===== src/rtl/softmax_argmax.sv =====
// softmax_argmax: two-class argmax over float32 probabilities, with a
// confidence flag and a small result FIFO.
// Optional feature macro: SOFTMAX_ARGMAX_STATS_EN. When it is defined,
// saturating per-class counters of accepted results are built. Otherwise
// cnt0/cnt1 are tied to zero.
module softmax_argmax #(
  parameter logic [31:0] THRESH = 32'h3F000000,
  parameter int unsigned DEPTH  = 4,
  parameter int unsigned CNT_W  = 16
) (
  input  logic                       clk,
  input  logic                       reset,
  input  logic                       valid_in,
  input  logic [31:0]                percent0,
  input  logic [31:0]                percent1,
  input  logic                       out_ready,
  output logic                       out_valid,
  output logic                       out_class,
  output logic [31:0]                out_percent,
  output logic                       out_lowconf,
  output logic                       out_nan,
  output logic                       overflow,
  output logic [$clog2(DEPTH):0]     fifo_level,
  output logic [CNT_W-1:0]           cnt0,
  output logic [CNT_W-1:0]           cnt1
);

  localparam int unsigned AW = $clog2(DEPTH);
  localparam int unsigned LW = AW + 1;

  typedef struct packed {
    logic        cls;
    logic [31:0] pct;
    logic        low;
    logic        nan;
  } entry_t;

  // A negative operand is treated as +0; otherwise the magnitude bits are compared.
  function automatic logic [30:0] mag(input logic [31:0] x);
    return x[31] ? '0 : x[30:0];
  endfunction

  function automatic logic is_nan(input logic [31:0] x);
    return (x[30:23] == 8'hFF) && (x[22:0] != '0);
  endfunction

  logic [31:0]   p0_q, p1_q;
  logic          s1;
  entry_t        res;
  entry_t        mem [DEPTH];
  logic [AW-1:0] wr_ptr, rd_ptr;
  logic [LW-1:0] level;
  logic          pop, push, full;

  // Stage 1: capture operands on valid_in and pulse s1 for one cycle.
  always_ff @(posedge clk) begin
    if (reset) begin
      p0_q <= '0;
      p1_q <= '0;
      s1   <= 1'b0;
    end else begin
      s1 <= valid_in;
      if (valid_in) begin
        p0_q <= percent0;
        p1_q <= percent1;
      end
    end
  end

  // Stage 2: pick the winner, with NaN losing and ties going to class 0.
  always_comb begin
    logic n0, n1;
    res = '0;
    n0  = is_nan(p0_q);
    n1  = is_nan(p1_q);
    if (n0 && n1)      res.cls = 1'b0;
    else if (n0)       res.cls = 1'b1;
    else if (n1)       res.cls = 1'b0;
    else               res.cls = (mag(p1_q) > mag(p0_q));
    res.pct = res.cls ? p1_q : p0_q;
    res.nan = n0 | n1;
    res.low = is_nan(res.pct) || (mag(res.pct) < mag(THRESH));
  end

  assign full = (level == LW'(DEPTH));
  assign pop  = out_valid && out_ready;
  assign push = s1 && (!full || pop);

  // Result FIFO. The storage is reset so the head outputs are never X.
  always_ff @(posedge clk) begin
    if (reset) begin
      for (int unsigned i = 0; i < DEPTH; i++) mem[i] <= '0;
      wr_ptr   <= '0;
      rd_ptr   <= '0;
      level    <= '0;
      overflow <= 1'b0;
    end else begin
      if (push) begin
        mem[wr_ptr] <= res;
        wr_ptr      <= wr_ptr + 1'b1;
      end
      if (pop) rd_ptr <= rd_ptr + 1'b1;
      if (push && !pop)      level <= level + 1'b1;
      else if (pop && !push) level <= level - 1'b1;
      if (s1 && !push) overflow <= 1'b1;
    end
  end

  assign out_valid   = (level != '0);
  assign out_class   = mem[rd_ptr].cls;
  assign out_percent = mem[rd_ptr].pct;
  assign out_lowconf = mem[rd_ptr].low;
  assign out_nan     = mem[rd_ptr].nan;
  assign fifo_level  = level;

`ifdef SOFTMAX_ARGMAX_STATS_EN
  // Per-class saturating counts of the results that actually entered the FIFO.
  always_ff @(posedge clk) begin
    if (reset) begin
      cnt0 <= '0;
      cnt1 <= '0;
    end else if (push) begin
      if (!res.cls && (cnt0 != '1)) cnt0 <= cnt0 + CNT_W'(1);
      if (res.cls && (cnt1 != '1))  cnt1 <= cnt1 + CNT_W'(1);
    end
  end
`else
  assign cnt0 = '0;
  assign cnt1 = '0;
`endif

endmodule


===== config.mk =====
export PLATFORM = sky130hd
export DESIGN_NAME = softmax_argmax
export DESIGN_NICKNAME = d
export VERILOG_FILES = /design/src/rtl/softmax_argmax.sv
export SDC_FILE = /design/constraint.sdc
export NUM_CORES = 1
export LEC_CHECK = 0
export CORE_MARGIN = 1.5
export CORE_UTILIZATION = 40
export DETAILED_ROUTE_END_ITERATION = 12
export PLACE_DENSITY_LB_ADDON = 0.05
export SKIP_CTS_REPAIR_TIMING = 1
export SLEW_MARGIN = 20
export SYNTH_ARGS = -nofsm -noshare
export SYNTH_HDL_FRONTEND = slang
export SYNTH_SLANG_ARGS = --single-unit
export TNS_END_PERCENT = 5

===== constraint.sdc =====
create_clock -name clk -period 4.73 [get_ports clk]
set_clock_uncertainty 0.15 [all_clocks]
set_input_delay 1.1825 -clock clk [delete_from_list [all_inputs] [get_ports clk]]
set_output_delay 1.1825 -clock clk [all_outputs]
set_load 0.02 [all_outputs]

==> run_results.csv <==
group,metric,value,unit
global_routing,track_usage,20.2,%
setup_path,critPathMaxStageDelay,610,ps
finish,fillerInstances,2433,
die,die_w,168,um
routing,antenna_left,0,
clock_network,htreeDepth,1,
hold_path,hp-class,"reg -> reg",
pwr,p_leak,4.60,nW
routing,vias,7322,
setup_path,cp_max_fo,18,
global_routing,grt_pass1_wl,43.6,mm
logic_synthesis,async_flop_share,0,%
die,core_area,0.0268,mm2
logic_synthesis,synth_edf_count,140,
finish,final_cells,1346,
setup_path,end_kind,"output port",
clock_network,cts_buffer_depth,3,
setup_path,worstPathRequired,3400,ps
clock_network,cts_buffers,24,
logic_synthesis,ys_types,49,
logic_synthesis,synth.avg_cell_area,12.1,um2
logic_synthesis,ys_ff_latch,215,
routing,avgViaCountPerCell,5.44,
place,place_inst,1302,
logic_synthesis,ys_warn_count,0,
sta,period_needed,3870,ps
setup_path,arrival,2540,ps
place,dpl_cell_area,0.0121,mm2
clock_network,clkTransAtPathRegs,60,ps
clock_network,clock_latency,510,ps
routing,wirelength,28.0,mm
global_routing,grt_max_degree,75,
logic_synthesis,synth_ff_type,"edfxtp_1",
logic_synthesis,synth_area_leaders,"edfxtp_1 39%, dfxtp_1 14%, mux4_2 7.3%, a21oi_1 6.6%, mux2i_1 6.0%",
finish,finalInstanceArea,0.0129,mm2
routing,dr.pass1.iters,5,
logic_synthesis,yosysTopAreaCell,"edfxtp_1",
global_routing,grt_pass1_vias,7179,
setup_path,worst_setup_path_start_kind,"flip-flop",
die,io_pins,140,
pwr,powerDensity,422,mW/mm2
sta,hold_violations,0,
setup_path,path_buf_inv,2,
finish,drive_gt1_share,13.5,%
routing,drt-wirelength-per-cell,20.8,um
sta,rsz0062_at_grt,"no",
clock_network,cts_root_buf,"clkbuf_16",
logic_synthesis,netlist.area_leader.share,38.8,%
die,die_h,168,um
place,place.detailed.hpwl,18.6,mm
logic_synthesis,synth.yosys.seq_area_share,52.6,%
finish,n_antenna_cell,0,
place,io_buffers,107,
pwr,ir_worst_vdd,0.248,mV
sta,slew_violations,0,
die,dieArea,0.0281,mm2
sta,setup_viol,0,
global_routing,overflow,0,
clock_network,cts.sinks,215,
die,start_util,40.5,%
finish,fin_nets,1088,
logic_synthesis,synth.cell_area,0.0108,mm2
logic_synthesis,yosysMostFrequentCell,"a21oi_1",
routing,drc_errors,0,
sta,max_freq,258,MHz
logic_synthesis,synth_commonest_cells,"142 x a21oi_1, 140 x edfxtp_1, 89 x nor2_1",
setup_path,crit_slowest_cell,"mux4_2",
die,rows,60,
sta,fin_crit_sh,81.8,%
logic_synthesis,postSynthCellCount,899,
flow_run,cap_violations,0,
routing,drt_first_iter_violations,503,
global_routing,antenna_found_initial,0,
setup_path,worstSetupPathType,"reg -> out",
setup_path,cp_top_family,"buffers and inverters",
finish,syn_to_final_growth,18.6,%
place,place_congestion,0.769,
setup_path,path_cells,"buf_4 -> mux4_2 -> clkdlybuf4s50_1",
sta,fin_tns_setup,0,ps
clock_network,cts_tree,"built",
sta,slew_headroom,47.4,%
sta,tightest_slew,790,ps
outcome,status,"completed",
-- cell type report --
type / count / area, um2 / share of cell area (%)
clock inverters: 12 / 88.8 / 0.690
clock buffers: 32 / 672 / 5.22
repair buffers: 128 / 1230 / 9.59
flip-flops and latches: 215 / 5710 / 44.4
inverters: 6 / 22.5 / 0.175
multi-input cells: 612 / 4720 / 36.7
well taps: 341 / 427 / 3.32
-- metal layers --
metal	up-vias	global-route usage, %	wire [um]
met4	0	4.03	312
met2	219	29.5	12000
met3	21	3.66	1700
li1	3518	-	-
met1	3564	31.2	14000
met5	-	0	0
-- cells by family after synthesis --
group	share of synthesized area [%]
compound gates	12.8
xor+xnor	0.484
fa+ha+maj	3.88
buf+inv	5.24
flops	52.6
mux	13.3
other cells	0.0346
simple gates	11.7
-- layout by cell type, fill, tap and decap left out, drive strengths merged, types with 2 or more instances in the layout --
cell type,netlist,final
o31ai,32,32
clkbuf,40,32
nor2,91,91
ha,32,32
nand4,43,43
nor2b,33,33
mux2i,65,65
clkinv,0,10
nor4,11,11
inv,6,6
o21a,2,2
or3,4,4
dfxtp,75,75
mux4,35,35
nand2,16,16
nor3,6,6
o2111a,2,2
clkdlybuf4s50,0,105
o21ai,5,5
o2111ai,3,3
buf,57,23
a21oi,142,142
a221oi,4,4
nand3,5,5
xor2,4,4
edfxtp,140,140
conb,1,32
nand2b,32,32
xnor2,2,2
-- tightest hold or removal path, stage by stage (launching register included) --
cell and delay, ps:
dfxtp_1 320, a21oi_1 60, nor2_1 70
-- stage by stage --
step           hold slack, ps  utilization (%)  power [mW]  worst slack [ps]
2_1_floorplan             299                -        3.18               916
3_3_place_gp              324             45.2        3.70               912
3_5_place_dp              328             45.2        3.70               861
4_1_cts                   345             48.0        5.51               799
5_1_grt                   387             48.0        5.68               666
6_report                  338             48.0        5.43               860
-- worst paths after layout --
| kind | slack (ps) | to | startpoint | cells after the start |
|---|---|---|---|---|
| setup / recovery | 860 | out_lowconf | flip-flop | 3 |
| hold / removal | 340 | overflow$_SDFFE_PP0P_ | s1$_SDFF_PP0_ | 2 |
| setup reg to reg | 940 | mem[0][1]$_SDFFCE_PN0P_ | p1_q[31]$_SDFFE_PP0P_ | 10 |
| hold reg to reg | 340 | overflow$_SDFFE_PP0P_ | s1$_SDFF_PP0_ | 2 |
-- sequential cells by signal (all words and copies together), names as in the netlist, named ones only --
signal and count:
overflow 1, mem 140, wr_ptr 2, rd_ptr 2
p0_q 32, fifo_level 3, s1 1, p1_q 32
-- power by group --
group          total (mW)  switching [mW]  internal [mW]
sequential           2.23           0.107           2.13
combinational        1.41           0.756          0.650
clock                1.79           0.742           1.05
(Power assumes the default switching activity.)
